==> config.mk <==
export PLATFORM = sky130hd
export DESIGN_NAME = qcw_ramp_sequencer_flat
export DESIGN_NICKNAME = d
export VERILOG_FILES = /design/src/rtl/qcw_pkg.sv /design/src/rtl/qcw_ramp_sequencer_if.sv /design/src/rtl/qcw_phase_ramp.sv /design/src/rtl/qcw_ramp_sequencer.sv /design/src/flat_wrapper.sv
export SDC_FILE = /design/constraint.sdc
export NUM_CORES = 1
export LEC_CHECK = 0
export BUFFER_PORTS_ARGS = -buffer_cell sky130_fd_sc_hd__buf_4
export CORE_ASPECT_RATIO = 1.4
export CORE_UTILIZATION = 30
export DETAILED_ROUTE_END_ITERATION = 10
export MAX_ROUTING_LAYER = met4
export PLACE_DENSITY_LB_ADDON = 0.2
export SYNTH_ARGS = -nofsm -noshare
export SYNTH_HDL_FRONTEND = slang
export SYNTH_SLANG_ARGS = --single-unit
==> constraint.sdc <==
create_clock -name clk -period 4.1 [get_ports clk]
set_input_delay 0.205 -clock clk [delete_from_list [all_inputs] [get_ports clk]]
set_output_delay 0.205 -clock clk [all_outputs]
set_load 0.02 [all_outputs]
==> src/rtl/qcw_pkg.sv <==
// Shared types and widths for the QCW burst sequencer slice.
package qcw_pkg;

  localparam int unsigned QCW_PHASE_W = 8;
  localparam int unsigned QCW_CYC_W   = 16;
  localparam int unsigned QCW_TMR_W   = 32;

  typedef enum logic [2:0] {
    StIdle,
    StLaunch,
    StRamp,
    StCooldown,
    StFault
  } qcw_state_e;

endpackage

==> src/rtl/qcw_ramp_sequencer_if.sv <==
// Sequencer <-> qcw_driver control bus; master is the sequencer side.
interface qcw_ramp_sequencer_if;

  logic                                drv_start;
  logic                                drv_halt;
  logic [qcw_pkg::QCW_PHASE_W-1:0]     drv_phase_shift;
  logic [qcw_pkg::QCW_CYC_W-1:0]       drv_cycle_limit;
  logic                                drv_ready;
  logic                                drv_cycle_finished;
  logic                                drv_fault;

  modport master (
    output drv_start,
    output drv_halt,
    output drv_phase_shift,
    output drv_cycle_limit,
    input  drv_ready,
    input  drv_cycle_finished,
    input  drv_fault
  );

  modport slave (
    input  drv_start,
    input  drv_halt,
    input  drv_phase_shift,
    input  drv_cycle_limit,
    output drv_ready,
    output drv_cycle_finished,
    output drv_fault
  );

endinterface

==> src/rtl/qcw_phase_ramp.sv <==
// Phase ramp: clock divider plus saturating up/down stepper toward a latched end value.
module qcw_phase_ramp import qcw_pkg::*; #(
  parameter int unsigned RAMP_STEP_DIV = 256
) (
  input  logic                   clk,
  input  logic                   rst,
  input  logic                   load,
  input  logic                   en,
  input  logic [QCW_PHASE_W-1:0] start_val,
  input  logic [QCW_PHASE_W-1:0] end_val,
  input  logic [QCW_PHASE_W-1:0] step_val,
  output logic [QCW_PHASE_W-1:0] phase
);

  localparam logic [QCW_TMR_W-1:0] DivLast = QCW_TMR_W'(RAMP_STEP_DIV - 1);

  logic [QCW_PHASE_W-1:0] phase_q, phase_d;
  logic [QCW_PHASE_W-1:0] end_q, end_d;
  logic [QCW_PHASE_W-1:0] step_q, step_d;
  logic                   down_q, down_d;
  logic [QCW_TMR_W-1:0]   div_q, div_d;
  logic [QCW_PHASE_W:0]   sum, diff;
  logic                   step_now;

  always_comb begin
    phase_d  = phase_q;
    end_d    = end_q;
    step_d   = step_q;
    down_d   = down_q;
    div_d    = div_q;
    step_now = 1'b0;
    // 9-bit arithmetic: the carry/borrow bit flags overshoot past 0 or 255
    sum      = {1'b0, phase_q} + {1'b0, step_q};
    diff     = {1'b0, phase_q} - {1'b0, step_q};
    if (load) begin
      phase_d = start_val;
      end_d   = end_val;
      step_d  = step_val;
      down_d  = start_val > end_val;
      div_d   = '0;
    end else if (en) begin
      if (div_q >= DivLast) begin
        div_d    = '0;
        step_now = 1'b1;
      end else begin
        div_d = div_q + 1'b1;
      end
      if (step_now) begin
        if (down_q) begin
          phase_d = (diff[QCW_PHASE_W] || (diff[QCW_PHASE_W-1:0] <= end_q)) ?
                    end_q : diff[QCW_PHASE_W-1:0];
        end else begin
          phase_d = (sum >= {1'b0, end_q}) ? end_q : sum[QCW_PHASE_W-1:0];
        end
      end
    end
  end

  always_ff @(posedge clk) begin
    if (rst) begin
      phase_q <= '0;
      end_q   <= '0;
      step_q  <= '0;
      down_q  <= 1'b0;
      div_q   <= '0;
    end else begin
      phase_q <= phase_d;
      end_q   <= end_d;
      step_q  <= step_d;
      down_q  <= down_d;
      div_q   <= div_d;
    end
  end

  assign phase = phase_q;

endmodule

==> src/rtl/qcw_ramp_sequencer.sv <==
// Burst-level controller for qcw_driver: launch, phase ramp, watchdog, cooldown, fault latch.
module qcw_ramp_sequencer import qcw_pkg::*; #(
  parameter int unsigned RAMP_STEP_DIV = 256,
  parameter int unsigned MIN_OFF_CLKS  = 1000000,
  parameter int unsigned WATCHDOG_CLKS = 2000000
) (
  input  logic                     clk,
  input  logic                     rst,
  input  logic                     arm,
  input  logic                     fire_req,
  input  logic [QCW_PHASE_W-1:0]   phase_start,
  input  logic [QCW_PHASE_W-1:0]   phase_end,
  input  logic [QCW_PHASE_W-1:0]   ramp_step,
  input  logic [QCW_CYC_W-1:0]     burst_cycles,
  input  logic                     fault_clear,
  output logic                     busy,
  output logic                     done,
  output logic                     fault_latched,
  qcw_ramp_sequencer_if.master     drv
);

  localparam logic [QCW_TMR_W-1:0] WdLast  = QCW_TMR_W'(WATCHDOG_CLKS - 1);
  localparam logic [QCW_TMR_W-1:0] OffLast = QCW_TMR_W'(MIN_OFF_CLKS - 1);

  qcw_state_e state_q, state_d;
  logic [QCW_TMR_W-1:0] timer_q, timer_d;
  logic launch_go, burst_done, burst_abort, ramp_en;

  logic                 start_q, start_d;
  logic                 halt_q, halt_d;
  logic                 done_q, done_d;
  logic                 busy_q, busy_d;
  logic                 fault_q, fault_d;
  logic [QCW_CYC_W-1:0] limit_q, limit_d;

  // State and shared watchdog/cooldown timer
  always_ff @(posedge clk) begin
    if (rst) begin
      state_q <= StIdle;
      timer_q <= '0;
    end else begin
      state_q <= state_d;
      timer_q <= timer_d;
    end
  end

  always_comb begin
    state_d     = state_q;
    launch_go   = 1'b0;
    burst_done  = 1'b0;
    burst_abort = 1'b0;
    unique case (state_q)
      StIdle: begin
        if (arm && fire_req && drv.drv_ready) begin
          state_d   = StLaunch;
          launch_go = 1'b1;
        end
      end
      StLaunch: state_d = StRamp;
      StRamp: begin
        if (drv.drv_fault || (timer_q >= WdLast)) begin
          state_d = StFault;
        end else if (drv.drv_cycle_finished) begin
          state_d    = StCooldown;
          burst_done = 1'b1;
        end else if (!arm) begin
          state_d     = StCooldown;
          burst_abort = 1'b1;
        end
      end
      StCooldown: begin
        if (drv.drv_fault) begin
          state_d = StFault;
        end else if (timer_q >= OffLast) begin
          state_d = StIdle;
        end
      end
      StFault: begin
        if (fault_clear && !drv.drv_fault) begin
          state_d = StCooldown;
        end
      end
      default: state_d = StIdle;
    endcase

    // Timer restarts on entry to LAUNCH or COOLDOWN; LAUNCH->RAMP keeps counting
    if ((state_d != state_q) && (state_d != StRamp)) begin
      timer_d = '0;
    end else if (state_q inside {StLaunch, StRamp, StCooldown}) begin
      timer_d = timer_q + 1'b1;
    end else begin
      timer_d = '0;
    end
  end

  always_comb begin
    start_d = (state_d == StLaunch);
    halt_d  = (state_d == StFault) || burst_abort;
    done_d  = burst_done;
    busy_d  = state_d inside {StLaunch, StRamp, StCooldown};
    fault_d = (state_d == StFault);
    limit_d = launch_go ? burst_cycles : limit_q;
    // Phase freezes on the edge that leaves RAMP
    ramp_en = (state_q == StLaunch) || ((state_q == StRamp) && (state_d == StRamp));
  end

  always_ff @(posedge clk) begin
    if (rst) begin
      start_q <= 1'b0;
      halt_q  <= 1'b1;
      done_q  <= 1'b0;
      busy_q  <= 1'b0;
      fault_q <= 1'b0;
      limit_q <= '0;
    end else begin
      start_q <= start_d;
      halt_q  <= halt_d;
      done_q  <= done_d;
      busy_q  <= busy_d;
      fault_q <= fault_d;
      limit_q <= limit_d;
    end
  end

  qcw_phase_ramp #(
    .RAMP_STEP_DIV (RAMP_STEP_DIV)
  ) u_phase_ramp (
    .clk       (clk),
    .rst       (rst),
    .load      (launch_go),
    .en        (ramp_en),
    .start_val (phase_start),
    .end_val   (phase_end),
    .step_val  (ramp_step),
    .phase     (drv.drv_phase_shift)
  );

  assign drv.drv_start       = start_q;
  assign drv.drv_halt        = halt_q;
  assign drv.drv_cycle_limit = limit_q;
  assign busy                = busy_q;
  assign done                = done_q;
  assign fault_latched       = fault_q;

endmodule

==> src/flat_wrapper.sv <==
// flat-port wrapper written by rule: the top's interface ports become plain ports
module qcw_ramp_sequencer_flat import qcw_pkg::*;
#(
  parameter int unsigned RAMP_STEP_DIV = 256,
  parameter int unsigned MIN_OFF_CLKS  = 1000000,
  parameter int unsigned WATCHDOG_CLKS = 2000000
)
  (clk, rst, arm, fire_req, phase_start, phase_end, ramp_step, burst_cycles, fault_clear, busy, done, fault_latched, drv_drv_start, drv_drv_halt, drv_drv_phase_shift, drv_drv_cycle_limit, drv_drv_ready, drv_drv_cycle_finished, drv_drv_fault);
  qcw_ramp_sequencer_if drv_i ();
  input  logic clk;
  input  logic rst;
  input  logic arm;
  input  logic fire_req;
  input  logic [QCW_PHASE_W-1:0] phase_start;
  input  logic [QCW_PHASE_W-1:0] phase_end;
  input  logic [QCW_PHASE_W-1:0] ramp_step;
  input  logic [QCW_CYC_W-1:0] burst_cycles;
  input  logic fault_clear;
  output logic busy;
  output logic done;
  output logic fault_latched;
  output wire logic [$bits(drv_i.drv_start)-1:0] drv_drv_start;
  output wire logic [$bits(drv_i.drv_halt)-1:0] drv_drv_halt;
  output wire logic [$bits(drv_i.drv_phase_shift)-1:0] drv_drv_phase_shift;
  output wire logic [$bits(drv_i.drv_cycle_limit)-1:0] drv_drv_cycle_limit;
  input wire logic [$bits(drv_i.drv_ready)-1:0] drv_drv_ready;
  input wire logic [$bits(drv_i.drv_cycle_finished)-1:0] drv_drv_cycle_finished;
  input wire logic [$bits(drv_i.drv_fault)-1:0] drv_drv_fault;
  assign drv_drv_start = drv_i.drv_start;
  assign drv_drv_halt = drv_i.drv_halt;
  assign drv_drv_phase_shift = drv_i.drv_phase_shift;
  assign drv_drv_cycle_limit = drv_i.drv_cycle_limit;
  assign drv_i.drv_ready = drv_drv_ready;
  assign drv_i.drv_cycle_finished = drv_drv_cycle_finished;
  assign drv_i.drv_fault = drv_drv_fault;
  qcw_ramp_sequencer #(.RAMP_STEP_DIV(RAMP_STEP_DIV), .MIN_OFF_CLKS(MIN_OFF_CLKS), .WATCHDOG_CLKS(WATCHDOG_CLKS)) u_core (.clk(clk), .rst(rst), .arm(arm), .fire_req(fire_req), .phase_start(phase_start), .phase_end(phase_end), .ramp_step(ramp_step), .burst_cycles(burst_cycles), .fault_clear(fault_clear), .busy(busy), .done(done), .fault_latched(fault_latched), .drv(drv_i));
endmodule
==> flow_metrics.env <==
export IMPL_multiInputGateArea_um2=3820
export IMPL_yosys_top_cells_count="dfxtp_1 (113), nand2_1 (94), a21oi_1 (59)"
export IMPL_switching_power_uw=874
export IMPL_clockRootBuffer="clkbuf_16"
export IMPL_ys_types=68
export IMPL_setup_violations=0
export IMPL_cp_arrival_ns=4.14
export IMPL_path_max_fanout=5
export IMPL_powerDensity_nw_per_um2=413
export IMPL_crit_path_end_kind="flip-flop"
export IMPL_min_period_over_period_pct=93.0
export IMPL_rr_startpoint="u_core.u_phase_ramp.phase[0]$_SDFFE_PP0P_"
export IMPL_slew_headroom_pct=34.1
export IMPL_layout_min_cycle_time_ns=3.81
export IMPL_antenna_found_initial=0
export IMPL_antenna_cells=0
export IMPL_critical_path_top_delay_family="compound AO/OA/AOI/OAI gates"
export IMPL_startpoint="u_core.u_phase_ramp.phase[0]$_SDFFE_PP0P_"
export IMPL_synth_edf_count=0
export IMPL_p_leak_uw=0.00302
export IMPL_numCtsBuffers=17
export IMPL_clock_sinks=113
export IMPL_outcome="finished, violations left"
export IMPL_cts_max_level=4
export IMPL_core_um2=21100
export IMPL_p_int_uw=2350
export IMPL_hpwl_mm=12.3
export IMPL_port_buffers=76
export IMPL_synth_top_area_cell="dfxtp_1"
export IMPL_grt_usage_pct=16.4
export IMPL_ys_seq_area_share_pct=35.2
export IMPL_slowest_stage="fa_1"
export IMPL_dieArea_um2=22000
export IMPL_postSynthAreaPerCell_um2=8.58
export IMPL_peakVddDrop_mv=0.278
export IMPL_die_w_um=126
export IMPL_yosysTopAreaCellShare_pct=35.2
export IMPL_synthTopCellsByArea="dfxtp_1 (35%), ha_1 (8.2%), nand2_1 (5.5%)"
export IMPL_finalHoldViolations=0
export IMPL_slew_violations=0
export IMPL_drt_wl_total_mm=16.7
export IMPL_drc=6
export IMPL_grt_ovfl_total=0
export IMPL_n_fill_cell=2242
export IMPL_yosysWarnings=0
export IMPL_p_comb_share_pct=18.4
export IMPL_critPathKind="flip-flop to flip-flop"
export IMPL_drtIter0Drc=230
export IMPL_place_congestion=0.882
export IMPL_clkPwrFrac_pct=46.0
export IMPL_nNetsFinal=910
export IMPL_startpoint_type="flip-flop"
export IMPL_finClkSkew_ns=0.0102
export IMPL_wl_per_cell_um=15.3
export IMPL_violations="DRC"
export IMPL_hold_path_class="primary input to flip-flop"
export IMPL_worst_pin_slew_ns=0.988
export IMPL_ys_seq_elements=113
export IMPL_yosys_most_used_dff="dfxtp_1"
export IMPL_detail_route_antenna_nets=0
export IMPL_critPathMostFrequentCell="ha_1"
export IMPL_path_buf_inv=0
export IMPL_fin_tns_setup_ns=0
export IMPL_cts_buffer_depth=2
export IMPL_grt_max_degree=46
export IMPL_worstHoldStart="ramp_step[3]"
export IMPL_tritoncts="yes"
export IMPL_vias_per_cell=4.92
export IMPL_post_route_util_pct=36.9
export IMPL_die_h_um=175
export IMPL_synth_nets=841
export IMPL_area_growth_syn_to_layout_pct=21.3
export IMPL_rsz0062_at_grt="no"
export IMPL_std_cell_rows=63
export IMPL_grt_pass1_vias=5360
export IMPL_post_cts_setup_buffers=0
export IMPL_drive_above_1_share_pct=19.6
export IMPL_first_pass_iters=8
export IMPL_path_clk_slew_ns=0.06
export IMPL_initial_utilization_pct=30.4
export IMPL_holdBufCountCts=0
export IMPL_grt_pass1_wl_mm=27.3
export IMPL_vias=5371
export IMPL_syn_area_um2=6420
export IMPL_cp_data_required_time_ns=4.42
export IMPL_yosys_cell_count_top_type="dfxtp_1"
export IMPL_clkLatencyLatePin_ns=0.41
export IMPL_fmax_mhz=262
export IMPL_async_reset_ff_share_pct=0
export IMPL_crit_chain="ha_1 -> fa_1 -> nand2b_1 -> a21oi_1 -> a221o_1 -> xnor2_1 -> ha_1 -> a2111oi_0 -> o211ai_1 -> a2111oi_4 -> a21oi_2 -> a211o_1 -> a311oi_1"
export IMPL_cpPeakStageDelay_ns=0.41
export IMPL_synth_cells=749
export IMPL_p_seq_share_pct=35.6
export IMPL_swShare_pct=27.1
export IMPL_regArea_um2=2260
export IMPL_io_pins=77
export IMPL_cap_violations=0
power groups by stage:
stage	Sequential, uW	Combinational (uW)	Clock (uW)
after floorplan	1180	403	0
after global placement	1170	596	0
after global routing	1150	663	1570
final	1140	593	1480
after detailed placement	1170	594	0
after CTS	1140	597	1530
worst register-to-register path: cells and delay by family (launching register included):
kind / cells / cell delay, ns
AO/OA/AOI/OAI: 8 / 2.27
adder cells (fa/ha/maj): 3 / 0.84
flip-flops: 1 / 0.33
XOR/XNOR: 1 / 0.19
AND/OR/NAND/NOR: 1 / 0.10
state kept, by name (all words and copies together), names as in the netlist, 3 cells and up:
name                        flops
u_core.u_phase_ramp.div_q      32
u_core.u_phase_ramp.step_q      8
u_core.state_q                  3
u_core.u_phase_ramp.end_q       8
u_core.timer_q                 32
u_core.u_phase_ramp.phase       8
u_core.drv.drv_cycle_limit     16
cell type report:
| type | count | share of cell area, % |
|---|---|---|
| well taps | 260 | 4.18 |
| clock inverters | 9 | 1.33 |
| multi-input cells | 564 | 49.1 |
| clock buffers | 23 | 6.39 |
| flip-flops and latches | 113 | 29.0 |
| repair buffers | 82 | 8.06 |
| inverters | 40 | 1.93 |
cell families after synthesis:
| group | after synthesis | share of synthesized area (%) |
|---|---|---|
| and+or+nand+nor | 316 | 27.9 |
| adders and majority gates | 44 | 8.80 |
| DFF | 113 | 35.2 |
| AOI/OAI and AO/OA | 152 | 15.7 |
| buffers and inverters | 72 | 5.32 |
| xor gates and xnor gates | 50 | 6.82 |
| muxes | 2 | 0.331 |
per-stage QoR:
stage	instance area [um^2]	setup slack, ns	power, uW	instances	hold WS, ns
6_report	7790	0.285	3220	1091	0.0366
4_1_cts	7790	0.303	3270	1091	0.0157
3_5_place_dp	7190	0.309	1760	1059	0.448
5_1_grt	7790	0.0687	3380	1091	0.0206
3_3_place_gp	7190	0.392	1760	1059	0.444
2_1_floorplan	6420	0.612	1580	749	0.341
layout by cell type, fill, tap and decap left out, types with 20 or more instances in the layout:
master / Yosys / final
nand3_1: 29 / 29
ha_1: 42 / 42
dfxtp_1: 113 / 113
xnor2_1: 23 / 23
nor2_1: 55 / 55
and3_1: 20 / 20
inv_1: 40 / 40
buf_4: 0 / 81
a21oi_1: 59 / 59
nor2_4: 27 / 27
xor2_1: 27 / 27
nand2_1: 94 / 94
path summary, 6_finish.rpt:
kind	end	slack, ns	cells after the start
max	u_core.u_phase_ramp.phase[1]$_SDFFE_PP0P_	0.29	13
min	u_core.u_phase_ramp.step_q[3]$_SDFFE_PP0P_	0.04	3
max reg2reg	u_core.u_phase_ramp.phase[1]$_SDFFE_PP0P_	0.29	13
min reg2reg	u_core.drv.drv_cycle_limit[9]$_SDFFE_PP0P_	0.45	2
what timing repair did:
| action | in CTS | in global routing |
|---|---|---|
| resized for setup | 0 | 1 |
| setup endpoints to repair | 0 | 1 |
| endpoints found under the hold margin | 0 | 0 |
layer usage:
layer  global-route usage, %  wire length (um)  part of all wire [%]  vias up
met5                       -                 0                     0        -
met4                    6.35               209                   1.3        0
met2                    29.9              9080                    55       66
met1                    17.2              6910                    42     2538
met3                    3.15               454                   2.7       12
li1                        -                 -                     -     2755
No activity file was read; power rests on OpenSTA's default activity.
